## src/rtl/conv_result_relu_serializer.sv

```systemverilog
// Captures a conv result tile (ReLU on write) into a 2-slot tile FIFO and streams it one element per cycle.
// Latency: first element one cycle after capture into an empty FIFO. Backpressure: out_* held while !out_ready.
module conv_result_relu_serializer #(
  parameter int PARA_X     = 3,
  parameter int PARA_Y     = 3,
  parameter int DATA_WIDTH = 16,
  parameter int RELU_EN    = 1,
  localparam int N  = PARA_X * PARA_Y,
  localparam int XW = (PARA_X > 1) ? $clog2(PARA_X) : 1,
  localparam int YW = (PARA_Y > 1) ? $clog2(PARA_Y) : 1,
  localparam int IW = (N > 1) ? $clog2(N) : 1
) (
  input  logic                         clk,
  input  logic                         rst,
  input  logic                         result_ready,
  input  logic [N*DATA_WIDTH-1:0]      result_buffer,
  output logic                         result_taken,
  output logic                         out_valid,
  input  logic                         out_ready,
  output logic [DATA_WIDTH-1:0]        out_data,
  output logic [XW-1:0]                out_x,
  output logic [YW-1:0]                out_y,
  output logic                         out_last,
  output logic [1:0]                   tiles_pending
);

  typedef logic [DATA_WIDTH-1:0] elem_t;

  function automatic elem_t relu(input elem_t e);
    if (RELU_EN != 0 && e[DATA_WIDTH-1]) return '0;
    return e;
  endfunction

  elem_t          mem_q [2][N];
  elem_t          tile_in [N];

  logic           wr_ptr_q, wr_ptr_d, rd_ptr_q, rd_ptr_d;
  logic [1:0]     count_q, count_d;
  logic           armed_q, armed_d, taken_q, taken_d;
  logic           valid_q, valid_d, last_q, last_d;
  elem_t          data_q, data_d;
  logic [IW-1:0]  idx_q, idx_d, idx_nx;
  logic [XW-1:0]  x_q, x_d;
  logic [YW-1:0]  y_q, y_d;
  logic           capture, pop, pop_last, start;
  elem_t          start_dat;

  // A full FIFO refuses capture on the registered count, even if a pop drains a slot this cycle.
  assign capture  = result_ready && !armed_q && (count_q != 2'd2);
  assign pop      = valid_q && out_ready;
  assign pop_last = pop && last_q;

  always_comb begin
    for (int i = 0; i < N; i++) tile_in[i] = relu(result_buffer[i*DATA_WIDTH +: DATA_WIDTH]);
  end

  always_comb begin
    wr_ptr_d  = wr_ptr_q ^ capture;
    rd_ptr_d  = rd_ptr_q ^ pop_last;
    count_d   = count_q + 2'(capture) - 2'(pop_last);
    armed_d   = result_ready && (armed_q || capture);
    taken_d   = capture;
    valid_d   = valid_q;
    data_d    = data_q;
    idx_d     = idx_q;
    x_d       = x_q;
    y_d       = y_q;
    last_d    = last_q;
    idx_nx    = idx_q + IW'(1);
    start     = 1'b0;
    start_dat = mem_q[rd_ptr_q][0];

    if (!valid_q && count_q != 2'd0) begin
      start = 1'b1;
    end else if (pop && !last_q) begin
      idx_d  = idx_nx;
      data_d = mem_q[rd_ptr_q][idx_nx];
      last_d = (idx_nx == IW'(N - 1));
      if (x_q == XW'(PARA_X - 1)) begin
        x_d = '0;
        y_d = y_q + YW'(1);
      end else begin
        x_d = x_q + XW'(1);
      end
    end else if (pop_last) begin
      // Back-to-back tile: either already stored, or arriving this very edge (forwarded).
      if (count_q == 2'd2) begin
        start     = 1'b1;
        start_dat = mem_q[~rd_ptr_q][0];
      end else if (capture) begin
        start     = 1'b1;
        start_dat = tile_in[0];
      end else begin
        valid_d = 1'b0;
      end
    end

    if (start) begin
      valid_d = 1'b1;
      data_d  = start_dat;
      idx_d   = '0;
      x_d     = '0;
      y_d     = '0;
      last_d  = (N == 1);
    end
  end

  always_ff @(posedge clk) begin
    if (capture) begin
      for (int i = 0; i < N; i++) mem_q[wr_ptr_q][i] <= tile_in[i];
    end
  end

  always_ff @(posedge clk or posedge rst) begin
    if (rst) begin
      wr_ptr_q <= 1'b0;
      rd_ptr_q <= 1'b0;
      count_q  <= 2'd0;
      armed_q  <= 1'b0;
      taken_q  <= 1'b0;
      valid_q  <= 1'b0;
      last_q   <= 1'b0;
      data_q   <= '0;
      idx_q    <= '0;
      x_q      <= '0;
      y_q      <= '0;
    end else begin
      wr_ptr_q <= wr_ptr_d;
      rd_ptr_q <= rd_ptr_d;
      count_q  <= count_d;
      armed_q  <= armed_d;
      taken_q  <= taken_d;
      valid_q  <= valid_d;
      last_q   <= last_d;
      data_q   <= data_d;
      idx_q    <= idx_d;
      x_q      <= x_d;
      y_q      <= y_d;
    end
  end

  assign result_taken  = taken_q;
  assign out_valid     = valid_q;
  assign out_data      = data_q;
  assign out_x         = x_q;
  assign out_y         = y_q;
  assign out_last      = last_q;
  assign tiles_pending = count_q;

endmodule

```

## config.mk

```make
export PLATFORM = sky130hd
export DESIGN_NAME = conv_result_relu_serializer
export DESIGN_NICKNAME = d
export VERILOG_FILES = /design/src/rtl/conv_result_relu_serializer.sv
export SDC_FILE = /design/constraint.sdc
export NUM_CORES = 1
export LEC_CHECK = 0
export ABC_AREA = 1
export BUFFER_PORTS_ARGS = -buffer_cell sky130_fd_sc_hd__buf_2
export CAP_MARGIN = 15
export CORE_MARGIN = 2
export CORE_UTILIZATION = 30
export CTS_BUF_LIST = sky130_fd_sc_hd__clkbuf_8 sky130_fd_sc_hd__clkbuf_16
export CTS_CLUSTER_SIZE = 40
export DETAILED_ROUTE_END_ITERATION = 8
export PLACE_DENSITY = 0.45
export SYNTH_ARGS = -nofsm -noshare
export SYNTH_HDL_FRONTEND = slang
export SYNTH_SLANG_ARGS = --single-unit
```

## constraint.sdc

```tcl
create_clock -name clk -period 6.1 [get_ports clk]
set_input_delay 1.22 -clock clk [delete_from_list [all_inputs] [get_ports clk]]
set_output_delay 1.22 -clock clk [all_outputs]
set_load 0.03 [all_outputs]
```

==> results.py, run 1 <==
metrics = {
    "worst_setup_path": {
        "rrSetupSlack_ps": 2990,
        "required_ps": 6560,
        "endpoint_kind": "flop",
        "regToRegStartpoint": "idx_q[0]$_DFFE_PP0P_",
        "critical_path.max_fanout": 25,
        "critPathLaunchType": "flop",
        "r2r_end": "out_data[10]$_DFFE_PP0P_",
        "worst-r2r-cell-count": 9,
        "cp.arrival_ps": 3560,
        "crit_type": "reg -> reg",
    },
    "grt": {
        "grt_overflow": 0,
        "grt_max_degree": 88,
        "grt_pass1_wl_um": 61900,
        "first_global_vias": 10400,
        "antenna_found_initial": 0,
        "grtUsageTotal": 0.164,
    },
    "synth": {
        "syn_area_per_cell_um2": 9.11,
        "syn_inst": 1585,
        "ys_top_cells_by_area": "edfxtp_1, nand2_1, inv_1, nor2_1, dfrtp_1",
        "synthDistinctLibCells": 39,
        "syn_nets": 1739,
        "syn_area_um2": 14400,
        "synth_seq_area_share": 0.615,
        "synth_edf_count": 270,
        "ys_ff_latch": 301,
        "synth_most_common_cell": "nand2_1",
        "yosysTopAreaCell": "edfxtp_1",
        "netlist.area_leader.share": 0.562,
        "ys_warn_count": 0,
        "synth_common_cells": "nand2_1, edfxtp_1, inv_1",
        "yosys_most_used_dff": "edfxtp_1",
        "async_flop_share": 0.103,
    },
    "floorplanning": {
        "chipWidth_um": 223,
        "dieArea_um2": 49900,
        "fp.coreArea_um2": 47600,
        "io_pins": 173,
        "die_y_um": 223,
        "rows": 80,
        "start_util": 0.303,
    },
    "finish": {
        "diodes": 0,
        "final_area_um2": 16900,
        "drive_above_1_share": 0.157,
        "fin_nets": 1889,
        "final_util": 0.354,
        "area_delta_synth_final_pct": 16.9,
    },
    "route": {
        "wl_per_cell_um": 17.1,
        "dr.pass1.iters": 5,
        "wirelength_um": 40600,
        "wl_met3_um": 1920,
        "via_count": 10400,
        "top_layer_used": "met4",
        "viasPerCell": 4.40,
        "drt_iter0_markers": 657,
        "drc": 0,
        "wl_met2_um": 18600,
        "met1_length_um": 18900,
        "ant_nets": 0,
    },
    "hold_path": {
        "holdCritStartpoint": "tiles_pending[0]$_DFF_PP0_",
        "holdPathStages": 1,
        "min_to": "tiles_pending[0]$_DFF_PP0_",
        "hp-class": "reg -> reg",
    },
    "timing": {
        "finalSetupViolations": 0,
        "tns_ps": 0,
        "max-slew-margin-rel": 0.300,
        "clock.fmax_mhz": 322,
        "tightest_slew_ps": 1050,
        "min_period_over_period": 0.509,
        "grt_setup_unrepaired": "false",
        "slew_violations": 0,
        "hold_viol": 0,
        "finalCriticalPeriod_ps": 3110,
        "worst_slack_ps": 2990,
        "finalClockSkew_ps": 11.8,
    },
    "clocking": {
        "postCtsSetupBuffers": 0,
        "tritoncts.num_buffers": 36,
        "htree_levels": 2,
        "cts.repair.resized": 0,
        "cts_buffer_depth": 3,
        "clk_latency_ps": 520,
        "path_clk_slew_ps": 60,
        "cts_tree": "yes",
        "cts_sinks": 301,
        "clock-root-buffer": "clkbuf_16",
        "holdBufCountCts": 0,
    },
    "job": {
        "maxCapViolCount": 0,
    },
    "placement": {
        "io_buffers": 171,
        "post-dp-hpwl_um": 27600,
        "place_area_um2": 15800,
        "gp_congestion": 0.782,
        "post-place-ws_ps": 2670,
    },
    "power_and_ir_drop": {
        "power_density_nw_per_um2": 475,
        "p_leak_nw": 7.90,
        "irDropWorstVdd_uv": 204,
    },
    "status": {
        "status": "finished clean",
    },
}
logic make-up (layout without fill, tap and decap cells):
kind of cell,after synthesis,count (layout),share of synthesized area
and+or+nand+nor,853,853,0.242
buffers and inverters,335,506,0.0953
DFF,301,301,0.615
AOI/OAI and AO/OA,83,83,0.0355
adders and majority gates,6,6,0.00520
xor gates and xnor gates,6,6,0.00624
other,1,1,0.000260
worst max-delay path, cell delays in order (launching register included):
cell and delay (ps):
dfrtp_1 970, inv_2 440, buf_4 380, nor2_4 320, nand2_2 150, nor2_8 360
o211ai_1 150, nand2_1 100, nand2_1 60, nand2_1 90
metal layers:
layer	track usage	vias to the layer above
li1	-	5263
met1	0.231	4878
met2	0.261	241
met3	0.0255	58
met4	0.0514	0
met5	0	-
cell usage in the layout, fill, tap and decap left out, types with 4 or more instances in the layout:
master	count
a21oi_1	34
o21ai_0	28
buf_4	10
inv_1	267
edfxtp_1	270
clkinv_1	6
dfrtp_1	30
clkbuf_16	37
nand2_1	505
inv_2	5
ha_1	4
o211ai_1	5
nor2_1	207
nand3_1	112
or2_2	14
o211ai_2	10
buf_2	171
per-stage QoR:
step	std cells	hold WS [ps]	total power, W
after global placement	2312	522	0.00615
after global routing	2371	561	0.00859
after CTS	2371	541	0.00812
final	2371	535	0.00802
after detailed placement	2312	523	0.00615
after floorplan	1585	543	0.00511
how the worst max path moves through the flow:
stage / to / cells past startpoint / slack (ps) / startpoint
5_1_grt: out_data[8]$_DFFE_PP0P_ / 11 / 2750 / idx_q[0]$_DFFE_PP0P_
3_5_place_dp: mem_q[0][40]$_DFFE_PP_ / 6 / 2670 / result_ready
6_report: out_data[10]$_DFFE_PP0P_ / 9 / 2990 / idx_q[0]$_DFFE_PP0P_
2_1_floorplan: mem_q[1][0]$_DFFE_PP_ / 4 / 670 / result_ready
4_1_cts: out_data[10]$_DFFE_PP0P_ / 9 / 2940 / idx_q[0]$_DFFE_PP0P_
3_3_place_gp: mem_q[0][24]$_DFFE_PP_ / 6 / 2660 / result_ready
where the power goes:
part	switching (W)	internal, W	total (W)
Clock	0.000807	0.00114	0.00195
Combinational	0.00230	0.000861	0.00316
Sequential	0.000210	0.00270	0.00291
registers in the layout (all words and copies together) (netlist names):
| register | flops |
|---|---|
| result_taken | 1 |
| idx_q | 4 |
| out_y | 2 |
| mem_q | 270 |
| out_valid | 1 |
| out_last | 1 |
| rd_ptr_q | 1 |
| tiles_pending | 2 |
| out_x | 2 |
| out_data | 15 |
| wr_ptr_q | 1 |
| armed_q | 1 |
cell type report:
type	count	area, um2
timing repair buffer	183	971
sequential	301	8890
tap	615	769
clock buffer	38	940
multi-input combinational	949	4200
clock inverter	21	113
fill	4981	30800
inverter	264	998
Power figures use the tool's default switching activity.
==> run 2, diff against run 1 <==
--- a/config.mk
+++ b/config.mk
@@ -13,7 +13,7 @@
 export CTS_BUF_LIST = sky130_fd_sc_hd__clkbuf_8 sky130_fd_sc_hd__clkbuf_16
 export CTS_CLUSTER_SIZE = 40
 export DETAILED_ROUTE_END_ITERATION = 8
-export PLACE_DENSITY = 0.45
+export PLACE_DENSITY = 0.46
 export SYNTH_ARGS = -nofsm -noshare
 export SYNTH_HDL_FRONTEND = slang
 export SYNTH_SLANG_ARGS = --single-unit
==> constraint.sdc (replaced) <==
create_clock -name clk -period 2.6 [get_ports clk]
set_input_delay 0.52 -clock clk [delete_from_list [all_inputs] [get_ports clk]]
set_output_delay 0.52 -clock clk [all_outputs]
set_load 0.03 [all_outputs]
==> run 2 against run 1 <==
  * Design area grew 2.2%
  * Clock power increased by 150%
  * Hold slack worse by 520 ps
  * First-iteration DRC count up 12%
  * Global-route usage is 0.30 points higher
  * Combinational power increased to 2.5 times the previous value
  * Routed wire length up 2.5%
  * Clock-buffer cell count fell by 1
  * Register-to-register slack got worse by 2600 ps
  * Flip-flop and latch count is the same
  * Non-clock buffer count up 20
  * Sequential power grew 130%
  * Critical endpoint is now out_data[9]$_DFFE_PP0P_
  * Largest cell class unchanged
  * Largest power group unchanged
==> results.py, run 2 (synthesized netlist as in run 1, its figures left out) <==
metrics = {
    "route": {
        "via_count": 10700,
        "ant_nets": 0,
        "wirelength_um": 41600,
        "viasPerCell": 4.46,
        "wl_per_cell_um": 17.3,
        "drc": 0,
        "dr.pass1.iters": 5,
        "drt_iter0_markers": 735,
    },
    "finish": {
        "top_register": "mem_q",
        "fin_nets": 1909,
        "layout_common_cells": "nand2_1, edfxtp_1, inv_1",
        "drive_above_1_share": 0.172,
        "final_util": 0.362,
        "largest_register_ffs": 270,
        "fillers": 4909,
        "area_delta_synth_final_pct": 19.5,
        "final_common_cell": "nand2_1",
        "final_area_um2": 17200,
    },
    "floorplanning": {
        "fp.coreArea_um2": 47600,
        "io_pins": 173,
        "start_util": 0.303,
        "chipWidth_um": 223,
        "die_y_um": 223,
        "rows": 80,
        "dieArea_um2": 49900,
    },
    "clocking": {
        "holdBufCountCts": 0,
        "clock-root-buffer": "clkbuf_16",
        "cts.repair.resized": 0,
        "htree_levels": 2,
        "cts_tree": "yes",
        "tritoncts.num_buffers": 36,
        "clk_latency_ps": 550,
        "path_clk_slew_ps": 60,
        "cts_sinks": 301,
        "postCtsSetupBuffers": 0,
        "cts_buffer_depth": 3,
    },
    "worst_setup_path": {
        "cp.arrival_ps": 2660,
        "crit_start": "idx_q[0]$_DFFE_PP0P_",
        "cp_num_cells": 12,
        "crit_type": "reg -> reg",
        "cp_top_family": "simple AND/OR/NAND/NOR gates",
        "critPathLaunchType": "flop",
        "required_ps": 3100,
        "critPathSlowestCell": "dfrtp_1",
        "worst-r2r-cell-count": 12,
        "regToRegStartpoint": "idx_q[0]$_DFFE_PP0P_",
        "crit_buf_inv": 2,
        "critical_path.max_fanout": 16,
        "path_cells": "ha_1 > buf_4 > nor2_4 > buf_4 > nand2_1 > nand2_1 > nor2_1 > nand2_1 > nand3_1 > nand2_1 > nand2_1 > nand2_1",
        "endpoint_kind": "flop",
        "crit_path_frequent_cell": "nand2_1",
        "cpPeakStageDelay_ps": 470,
    },
    "placement": {
        "io_buffers": 171,
        "gp_congestion": 0.803,
        "place_area_um2": 16100,
        "post-place-ws_ps": 448,
        "post-dp-hpwl_um": 28700,
    },
    "power_and_ir_drop": {
        "power_density_nw_per_um2": 1130,
        "irDropWorstVdd_uv": 462,
        "p_leak_nw": 8.06,
    },
    "timing": {
        "tightest_slew_ps": 707,
        "max-slew-margin-rel": 0.528,
        "whs_ps": 17.6,
        "finalClockSkew_ps": 17.3,
        "hold_viol": 0,
        "clock.fmax_mhz": 461,
        "tns_ps": 0,
        "min_period_over_period": 0.834,
        "finalSetupViolations": 0,
        "grt_setup_unrepaired": "false",
        "finalCriticalPeriod_ps": 2170,
        "slew_violations": 0,
        "worst_slack_ps": 431,
    },
    "grt": {
        "antenna_found_initial": 1,
        "grt_overflow": 0,
        "first_global_vias": 10400,
        "grtUsageTotal": 0.167,
        "grt_max_degree": 74,
        "grt_pass1_wl_um": 62700,
    },
    "status": {
        "status": "finished clean",
    },
    "job": {
        "maxCapViolCount": 0,
    },
    "hold_path": {
        "hp-class": "in -> async",
    },
}
-- run 2: cell count changes in the layout (fill, tap and decap cells not counted), moves of 2 or more --
cell,delta
buf_12,+11
buf_4,+9
clkinv_1,+3
clkinv_2,+4
dfrtp_1,-2
dfrtp_2,+2
inv_1,-6
inv_2,+2
-- run 2: layout make-up --
cell class	instances	area, um2	share of cell area
antenna	1	2.50	0.000145
clock buffer	37	915	0.0530
clock inverter	29	211	0.0123
inverter	264	996	0.0577
multi-input combinational	949	4210	0.244
sequential	301	8890	0.515
tap	615	769	0.0446
timing repair buffer	203	1260	0.0730
-- run 2: per-stage QoR --
| stage | std cells | total power (W) |
|---|---|---|
| 3_3_place_gp | 2332 | 0.0149 |
| 6_report | 2399 | 0.0195 |
| 4_1_cts | 2398 | 0.0198 |
| 3_5_place_dp | 2332 | 0.0149 |
| 5_1_grt | 2398 | 0.0208 |
| 2_1_floorplan | 1585 | 0.0119 |
-- run 2: worst paths after layout --
kind / slack (ps) / end
setup reg to reg: 430 / out_data[9]$_DFFE_PP0P_
max in group asynchronous: 1840 / idx_q[3]$_DFFE_PP0P_
setup / recovery: 430 / out_data[9]$_DFFE_PP0P_
hold / removal: 20 / out_y[1]$_DFFE_PP0P_
min in group clk: 220 / armed_q$_DFF_PP0_
hold reg to reg: 550 / tiles_pending[0]$_DFF_PP0_
-- run 2: power by group --
group / total [W] / internal [W] / switching, W / leakage, nW
sequential: 0.00676 / 0.00634 / 0.000420 / 2.90
clock: 0.00482 / 0.00277 / 0.00205 / 0.574
combinational: 0.00793 / 0.00235 / 0.00558 / 4.59
total: 0.0195 / 0.0115 / 0.00805 / 8.06
-- run 2: worst reg2reg max path, stage by stage, from the launching register on --
cell,delay [ps]
dfrtp_1,470
ha_1,390
buf_4,210
nor2_4,150
buf_4,220
nand2_1,100
nand2_1,110
nor2_1,40
nand2_1,70
nand3_1,100
nand2_1,140
nand2_1,70
nand2_1,60
-- run 2: per-layer routing --
metal  vias up  part of all wire  GRT usage
li1       5313                 -          -
met1      5066              0.47      0.234
met2       268              0.46      0.269
met3        44             0.050     0.0249
met4         0             0.019     0.0508
met5         -                 0          0
